## src/rtl/alu_seq_pkg.sv

```systemverilog
// Shared types and constants for the ALU lab sequencer.
package alu_seq_pkg;

  typedef enum logic [2:0] {
    LOAD_A,
    LOAD_B,
    SHOW_A,
    SHOW_B,
    WAIT_OP,
    EXEC,
    SHOW_R,
    ABORT
  } state_t;

  localparam logic MUX_LFSR = 1'b0;
  localparam logic MUX_ALU  = 1'b1;

  localparam int LED_A   = 0;
  localparam int LED_B   = 1;
  localparam int LED_OP0 = 2;

endpackage

```

## src/rtl/alu_seq_ctrl_dwell_timer.sv

```systemverilog
// Dwell timer for the display states: counts cycles since state entry, or
// defers to the advance request when single-stepping.
module dwell_timer #(
  parameter int DISP_CYCLES = 2
) (
  input  logic clk,
  input  logic rst_n,
  input  logic start,
  input  logic step_mode,
  input  logic advance,
  output logic expire
);

  localparam int CW = $clog2(DISP_CYCLES + 1);
  localparam logic [CW-1:0] LAST = CW'(DISP_CYCLES - 1);

  logic [CW-1:0] cnt_reg;

  // Saturates on the last dwell cycle so a long step-mode hold cannot wrap it.
  always_ff @(posedge clk or negedge rst_n) begin
    if (!rst_n) begin
      cnt_reg <= '0;
    end else if (start) begin
      cnt_reg <= '0;
    end else if (cnt_reg != LAST) begin
      cnt_reg <= cnt_reg + CW'(1);
    end
  end

  assign expire = step_mode ? advance : (cnt_reg == LAST);

endmodule

```

## src/rtl/alu_seq_ctrl.sv

```systemverilog
// Operation sequencer for the lab datapath: loads two LFSR operands, shows
// them, waits for an ALU button, writes the result back and shows it.
module alu_seq_ctrl
  import alu_seq_pkg::*;
#(
  parameter int N_OPS       = 10,
  parameter int REG_AW      = 5,
  parameter int N_ALU_OPS   = 4,
  parameter int DISP_CYCLES = 2
) (
  input  logic                                              clk,
  input  logic                                              rst_n,
  input  logic [N_ALU_OPS-1:0]                              alu_btn,
  input  logic                                              skip,
  input  logic                                              step_mode,
  input  logic                                              advance,
  output logic                                              muxctrl,
  output logic                                              we_reg,
  output logic                                              we_lfsr,
  output logic [REG_AW-1:0]                                 addr_rd,
  output logic [REG_AW-1:0]                                 addr_rs1,
  output logic [REG_AW-1:0]                                 addr_rs2,
  output logic [((N_ALU_OPS > 1) ? $clog2(N_ALU_OPS) : 1)-1:0] aluctrl,
  output logic [N_ALU_OPS+1:0]                              leds,
  output logic                                              displayctrl,
  output logic [$clog2(N_OPS+1)-1:0]                        op_idx,
  output logic                                              done
);

  localparam int OPW = (N_ALU_OPS > 1) ? $clog2(N_ALU_OPS) : 1;
  localparam int IW  = $clog2(N_OPS + 1);
  localparam logic [IW-1:0] LAST_OP = IW'(N_OPS - 1);

  state_t            state_reg, state_next;
  logic [IW-1:0]     op_idx_reg, op_idx_next;
  logic [OPW-1:0]    op_q_reg, op_q_next;
  logic              done_reg, done_next;
  logic [OPW-1:0]    btn_idx;
  logic              btn_any;
  logic              expire;
  logic              dwell_start;
  logic [REG_AW-1:0] base;

  // Descending scan so the lowest set button is the one left standing.
  always_comb begin
    btn_idx = '0;
    for (int i = N_ALU_OPS - 1; i >= 0; i--) begin
      if (alu_btn[i]) begin
        btn_idx = OPW'(i);
      end
    end
  end

  assign btn_any     = |alu_btn;
  assign dwell_start = (state_next != state_reg);
  assign base        = REG_AW'(op_idx_reg) * REG_AW'(3);

  dwell_timer #(
    .DISP_CYCLES(DISP_CYCLES)
  ) u_dwell (
    .clk      (clk),
    .rst_n    (rst_n),
    .start    (dwell_start),
    .step_mode(step_mode),
    .advance  (advance),
    .expire   (expire)
  );

  always_comb begin
    state_next  = state_reg;
    op_idx_next = op_idx_reg;
    op_q_next   = op_q_reg;
    done_next   = 1'b0;
    case (state_reg)
      LOAD_A:  state_next = skip ? ABORT : LOAD_B;
      LOAD_B:  state_next = skip ? ABORT : SHOW_A;
      SHOW_A: begin
        if (skip)        state_next = ABORT;
        else if (expire) state_next = SHOW_B;
      end
      SHOW_B: begin
        if (skip)        state_next = ABORT;
        else if (expire) state_next = WAIT_OP;
      end
      WAIT_OP: begin
        if (skip) begin
          state_next = ABORT;
        end else if (btn_any) begin
          op_q_next  = btn_idx;
          state_next = EXEC;
        end
      end
      EXEC:    state_next = SHOW_R;
      SHOW_R: begin
        if (skip || expire) begin
          state_next = LOAD_A;
          if (op_idx_reg == LAST_OP) begin
            op_idx_next = '0;
            done_next   = 1'b1;
          end else begin
            op_idx_next = op_idx_reg + IW'(1);
          end
        end
      end
      ABORT:   state_next = LOAD_A;
      default: state_next = LOAD_A;
    endcase
  end

  always_ff @(posedge clk or negedge rst_n) begin
    if (!rst_n) begin
      state_reg  <= LOAD_A;
      op_idx_reg <= '0;
      op_q_reg   <= '0;
      done_reg   <= 1'b0;
    end else begin
      state_reg  <= state_next;
      op_idx_reg <= op_idx_next;
      op_q_reg   <= op_q_next;
      done_reg   <= done_next;
    end
  end

  // Outputs are forced low while reset is held so nothing writes the regfile.
  always_comb begin
    muxctrl     = MUX_LFSR;
    we_reg      = 1'b0;
    we_lfsr     = 1'b0;
    addr_rd     = '0;
    addr_rs1    = '0;
    addr_rs2    = '0;
    aluctrl     = '0;
    leds        = '0;
    displayctrl = 1'b0;
    if (rst_n) begin
      case (state_reg)
        LOAD_A: begin
          we_lfsr = 1'b1;
          we_reg  = 1'b1;
          addr_rd = base;
        end
        LOAD_B: begin
          we_lfsr = 1'b1;
          we_reg  = 1'b1;
          addr_rd = base + REG_AW'(1);
        end
        SHOW_A: begin
          displayctrl = 1'b1;
          addr_rs2    = base;
          leds[LED_A] = 1'b1;
        end
        SHOW_B: begin
          displayctrl = 1'b1;
          addr_rs2    = base + REG_AW'(1);
          leds[LED_B] = 1'b1;
        end
        WAIT_OP: begin
          addr_rs1 = base;
          addr_rs2 = base + REG_AW'(1);
        end
        EXEC: begin
          muxctrl  = MUX_ALU;
          we_reg   = 1'b1;
          addr_rd  = base + REG_AW'(2);
          addr_rs1 = base;
          addr_rs2 = base + REG_AW'(1);
          aluctrl  = op_q_reg;
          leds[LED_OP0 + int'(op_q_reg)] = 1'b1;
        end
        SHOW_R: begin
          displayctrl = 1'b1;
          addr_rs2    = base + REG_AW'(2);
          aluctrl     = op_q_reg;
          leds[LED_OP0 + int'(op_q_reg)] = 1'b1;
        end
        default: ;
      endcase
    end
  end

  assign op_idx = op_idx_reg;
  assign done   = done_reg;

endmodule

```

## config.mk

```make
export PLATFORM = sky130hd
export DESIGN_NAME = alu_seq_ctrl
export DESIGN_NICKNAME = d
export VERILOG_FILES = /design/src/rtl/alu_seq_pkg.sv /design/src/rtl/alu_seq_ctrl_dwell_timer.sv /design/src/rtl/alu_seq_ctrl.sv
export SDC_FILE = /design/constraint.sdc
export NUM_CORES = 1
export LEC_CHECK = 0
export BUFFER_PORTS_ARGS = -buffer_cell sky130_fd_sc_hd__buf_4
export CAP_MARGIN = 20
export CORE_AREA = 2 2 56 58
export CTS_BUF_LIST = sky130_fd_sc_hd__clkbuf_4 sky130_fd_sc_hd__clkbuf_8 sky130_fd_sc_hd__clkbuf_16
export DETAILED_ROUTE_END_ITERATION = 6
export DIE_AREA = 0 0 58 60
export GPL_TIMING_DRIVEN = 0
export PLACE_DENSITY = 0.75
export SLEW_MARGIN = 20
export SYNTH_ARGS = -nofsm -noshare
export SYNTH_HDL_FRONTEND = slang
export SYNTH_HIERARCHICAL = 1
export SYNTH_SLANG_ARGS = --single-unit
```

## constraint.sdc

```tcl
create_clock -name clk -period 6.6 [get_ports clk]
set_clock_uncertainty 0.1 [all_clocks]
set_input_delay 0.33 -clock clk [delete_from_list [all_inputs] [get_ports clk]]
set_output_delay 0.33 -clock clk [all_outputs]
set_load 0.05 [all_outputs]
```

## After elaboration in Yosys (flattened, before gate mapping)

Cells that the tools add are included.

- Bits of input ports: 9
- Bits in latches: 0
- Flip-flop bits (word level): 12
- Memories: 0
- Memory bits (read-only): 0
- Bits in writable memories: 0

- Multipliers: 1
- Div/mod/pow operators: 0
- Order comparisons: 2
- Add/sub/neg operators: 5
- Bitwise logic cells: 1
- Eq/ne operators: 11
- Muxes and demuxes: 43
- Shift operators: 0
- Reductions and logical operators: 13

Operators by type and width:

| cell | number |
|---|---|
| one-hot mux 5 bit (3 select lines) | 2 |
| two-way mux 3 bit | 9 |
| one-hot mux 3 bit (8 select lines) | 1 |
| two-way mux 5 bit | 4 |
| two-way mux 2 bit | 8 |
| two-way mux 1 bit | 13 |
| equality test 3 bit, second input constant | 4 |
| OR reduction 3 bit | 3 |
| two-way mux 4 bit | 2 |
| equality test 3 x 2 -> 1 bit, second input constant | 2 |
| two-way mux 6 bit | 1 |
| OR reduction 2 bit | 3 |
| adder 5 x 1 -> 5 bit, second input constant | 1 |
| adder 5 x 2 -> 5 bit, second input constant | 1 |
| multiplier 4 x 2 -> 5 bit, second input constant | 1 |
| adder 4 x 1 -> 4 bit, second input constant | 1 |
| equality test 4 bit, second input constant | 1 |
| < comparator 3 x 4 -> 1 bit, second input constant | 1 |
| one-hot mux 1 bit (2 select lines) | 2 |
| OR reduction 4 bit | 1 |
| adder 2 x 2 -> 3 bit, first input constant | 1 |
| demux 1 bit (select 3 bit) | 1 |
| equality test 3 x 1 -> 1 bit, second input constant | 1 |
| >= comparator 3 x 1 -> 1 bit, second input constant | 1 |
| 11 further kinds | 11 |

## Logic depth before layout (Yosys ltp)

- Word-level depth: 7
- Depth in mapped cells: 9

## Hierarchy

The synthesis kept the hierarchy.

By module, submodules not included:

| module | instances | area an instance (µm²) | cells each |
|---|---|---|---|
| alu_seq_ctrl | 1 | 1280.0 | 171 |
| dwell_timer | 1 | 103.8 | 9 |

## Least setup slack after synthesis

Ideal clock, no wire load.

- Kind: reg2out
- Start: register op_idx_reg[1], in the netlist op_idx[1]
- End: output addr_rs2[2]
- Stages on the path, launching flop included: 8
- Path buffers: 0
- Arrival time: 2.843 ns
- Path slack: 3.327 ns
- Data required time: 6.170 ns
- Cell sequence: dfrtp_1 ha_1 fa_1 ha_1 nand2_1 o21ai_0 a32oi_1 a21oi_1

- Longest elaborated chain between the ends: 4
- Elaborated cells on any way between the ends: 5
- Those cells by class: add/sub: 2; mul: 1; mux: 2

RTL lines:

| what | line | text |
|---|---|---|
| start, declared | alu_seq_ctrl.sv:35 | `logic [IW-1:0] op_idx_reg, op_idx_next;` |
| start signal, assigned | alu_seq_ctrl.sv:118 | `op_idx_reg <= op_idx_next;` |
| multiplier 4 x 2 -> 5 bit * | alu_seq_ctrl.sv:56 | `assign base = REG_AW'(op_idx_reg) * REG_AW'(3);` |
| adder 5 x 2 -> 5 bit or adder 5 x 1 -> 5 bit (tied branches) | n/a |  |
| one-hot mux 5 bit (3 select lines) * | alu_seq_ctrl.sv:136 | `case (state_reg)` |
| two-way mux 5 bit * | alu_seq_ctrl.sv:135 | `if (rst_n) begin` |
| end, declared | alu_seq_ctrl.sv:22 | `output logic [REG_AW-1:0] addr_rs2,` |

Every way passes the cells marked *; elsewhere a longest branch is shown, timed or not.

## Final worst setup path

Ends and elaborated chain as after synthesis.

==> summary.md <==
| Metric | Value |
|---|---|
| Inserted Diodes | `0` |
| FF-to-FF path depth | `7` |
| Cell count after synthesis | `180` |
| Status | `completed` |
| # rows | `20` |
| Initial antenna violation count | `0` |
| Tcrit/Tclk final | `0.456` |
| Total detailed-routing wirelength | `approximately 3300 µm` |
| Grt total ovfl | `0` |
| WHS Path Cells | `3` |
| Routed vias/inst | `5.48` |
| Synth Flop Type | `dfrtp_1` |
| CP Max Fanout | `6` |
| Most common cell after layout, fill and taps aside | `buf_4` |
| Slew Limit Fails | `0` |
| Post-Synthesis Cell Area | `1380 µm²` |
| Post-synthesis sequential area ratio | `0.217` |
| P&R area growth vs syn | `27.0%` |
| Unrepaired setup endpoints after global routing | `no` |
| GRT Util Overall | `0.211` |
| CTS root buf | `clkbuf_4` |
| Kind of critical path | `reg -> out` |
| CP Launch Type | `flop` |
| Max-cap violations | `0` |
| GP Congestion | `0.862` |
| Die Width | `58 µm` |
| Slew headroom | `0.698` |
| Global-route wire length before repair | `between 5000 and 6000 µm` |
| Worst Path Required | `6.17 ns` |
| Final hold vios | `0` |
| EDFF count, synth | `0` |
| Initial Util | `0.477` |
| Fin crit period | `3.01 ns` |
| Routed len/inst | `12.8 µm` |
| Synthesized Nets | `around 200` |
| Fmax | `about 330 MHz` |
| Final setup viols | `0` |
| IO Pins | `roughly 40` |
| Syn_area_per_cell | `7.69 µm²` |
| CTS tree | `done` |
| Largest net degree at the start of global routing | `14` |
| Largest register FFs | `4` |
| Clk buf depth | `2` |
| Most frequent cells in the layout | `buf_4, nor2_1, nand2_1, a21oi_1, dfrtp_1` |
| H-tree depth | `1` |
| # Post-CTS Setup Buffers | `0` |
| Num CTS Buffers | `3` |
| Port-buffer cells | `40` |
| TritonRoute pass-1 iters | `4` |
| Dpl hpwl | `around 2600 µm` |
| Synth Register Bits | `12` |
| Vias in the first global route | `1248` |
| Least-Margin Pin Slew | `0.452 ns` |
| Clock sinks | `12` |
| Share of cells above drive strength 1 | `0.286` |
| Hold buffers post-CTS | `1` |
| Drt first-iter violations | `34` |
| Synth cell types | `55` |
| Antenna-violating nets left | `0` |
| Type of the worst min-delay path | `in -> reg` |
| Final #Nets | `243` |
| Remaining DRCs | `0` |
| Latest clock arrival within the worst-skew pair | `0.27 ns` |
| Core footprint | `roughly 2900 µm²` |
| Worst path arrival time | `between 2 and 3 ns` |
| Via count | `between 1000 and 1500` |
| Synth async-reset ratio | `1.00` |
| Setup TNS | `0 ns` |
| Crit end category | `output port` |
| Post-CTS Resized | `0` |
| Die H | `60 µm` |
| CTS clk-pin slew, worst paths | `approximately 0.070 ns` |
| Filler Cell Count | `289` |
| Die area | `about 3500 µm²` |
| Yosys synthesis warning count | `6` |
through the flow:
stage	area, µm²	hold WS [ns]	util	cells	setup WS (ns)
floorplan	1380	-0.0656	-	180	3.33
global placement	1730	0.0789	0.594	253	3.89
detailed placement	1730	0.0802	0.594	253	3.89
CTS	1760	0.220	0.606	257	3.59
global route	1760	0.244	0.606	257	3.41
finish	1760	0.229	0.606	257	3.59
cell families (layout without fill, tap and decap cells):
| logic type | Yosys count | count (layout) | share of synthesized area |
|---|---|---|---|
| mux | 4 | 4 | 0.0307 |
| xor+xnor | 10 | 10 | 0.0823 |
| simple gates | 76 | 76 | 0.288 |
| buf+inv | 22 | 66 | 0.0750 |
| compound gates | 48 | 48 | 0.230 |
| fa+ha+maj | 8 | 8 | 0.0778 |
| flops | 12 | 12 | 0.217 |
worst paths after layout:
path | startpoint | endpoint | slack, ns
min in group asynchronous | rst_n | u_dwell/cnt_reg[0] | 0.34
min | alu_btn[0] | op_q_reg[0] | 0.23
min reg2reg | u_dwell/cnt_reg[1] | u_dwell/cnt_reg[1] | 0.44
max | op_idx[1] | addr_rs2[2] | 3.59
max reg2reg | u_dwell/cnt_reg[0] | op_idx[0] | 4.59
max in group asynchronous | rst_n | op_idx[1] | 5.91
per-layer routing:
layer,vias to the layer above,track usage,part of all wire
met4,0,0.0365,0.0036
met5,-,0,0
met2,44,0.351,0.49
met1,643,0.278,0.44
met3,2,0.0563,0.068
li1,720,-,-
cells in the mapped netlist, types with 2 or more instances:
library cell  instances  area (µm²)
buf_2                 7        35.0
or2_1                 2        12.5
nand3_1               3        15.0
ha_1                  7        87.6
mux2i_1               2        20.0
xor2_1                4        35.0
nand4_1               2        12.5
nand2b_1              7        43.8
xnor2_1               4        35.0
o21ai_0               6        30.0
a211oi_1              3        22.5
and2_1                4        25.0
nor2b_1               6        37.5
o21ai_1               7        35.0
a21oi_1              14        70.1
nor2_1               23        86.3
nand2_1              14        52.6
buf_1                 2        7.51
nor3_2                2        20.0
inv_1                 8        30.0
o22ai_1               2        12.5
and3_4                2        22.5
nor3_1                2        10.0
dfrtp_1              12         300
o21a_1                2        15.0
and3_1                4        25.0
area by class of cell:
| class | instances | area (µm²) | share of cell area |
|---|---|---|---|
| clock buffers | 3 | 22.5 | 0.0128 |
| plain buffers | 13 | 70.1 | 0.0399 |
| flip-flops and latches | 12 | 300 | 0.171 |
| inverters | 9 | 33.8 | 0.0192 |
| multi-input cells | 146 | 980 | 0.557 |
| well taps | 33 | 41.3 | 0.0235 |
| repair buffers | 41 | 310 | 0.177 |
critical path: stages, from the launching register on:
cell	delay, ns
dfrtp_1	0.48
ha_1	0.29
fa_1	0.52
ha_1	0.32
nand2_1	0.06
o21ai_0	0.14
a32oi_1	0.07
a21oi_1	0.21
buf_4	0.23
Power is left out: the tool's default activity adds up to more than one toggle a clock period on the data nets, which glitch-free logic cannot reach.
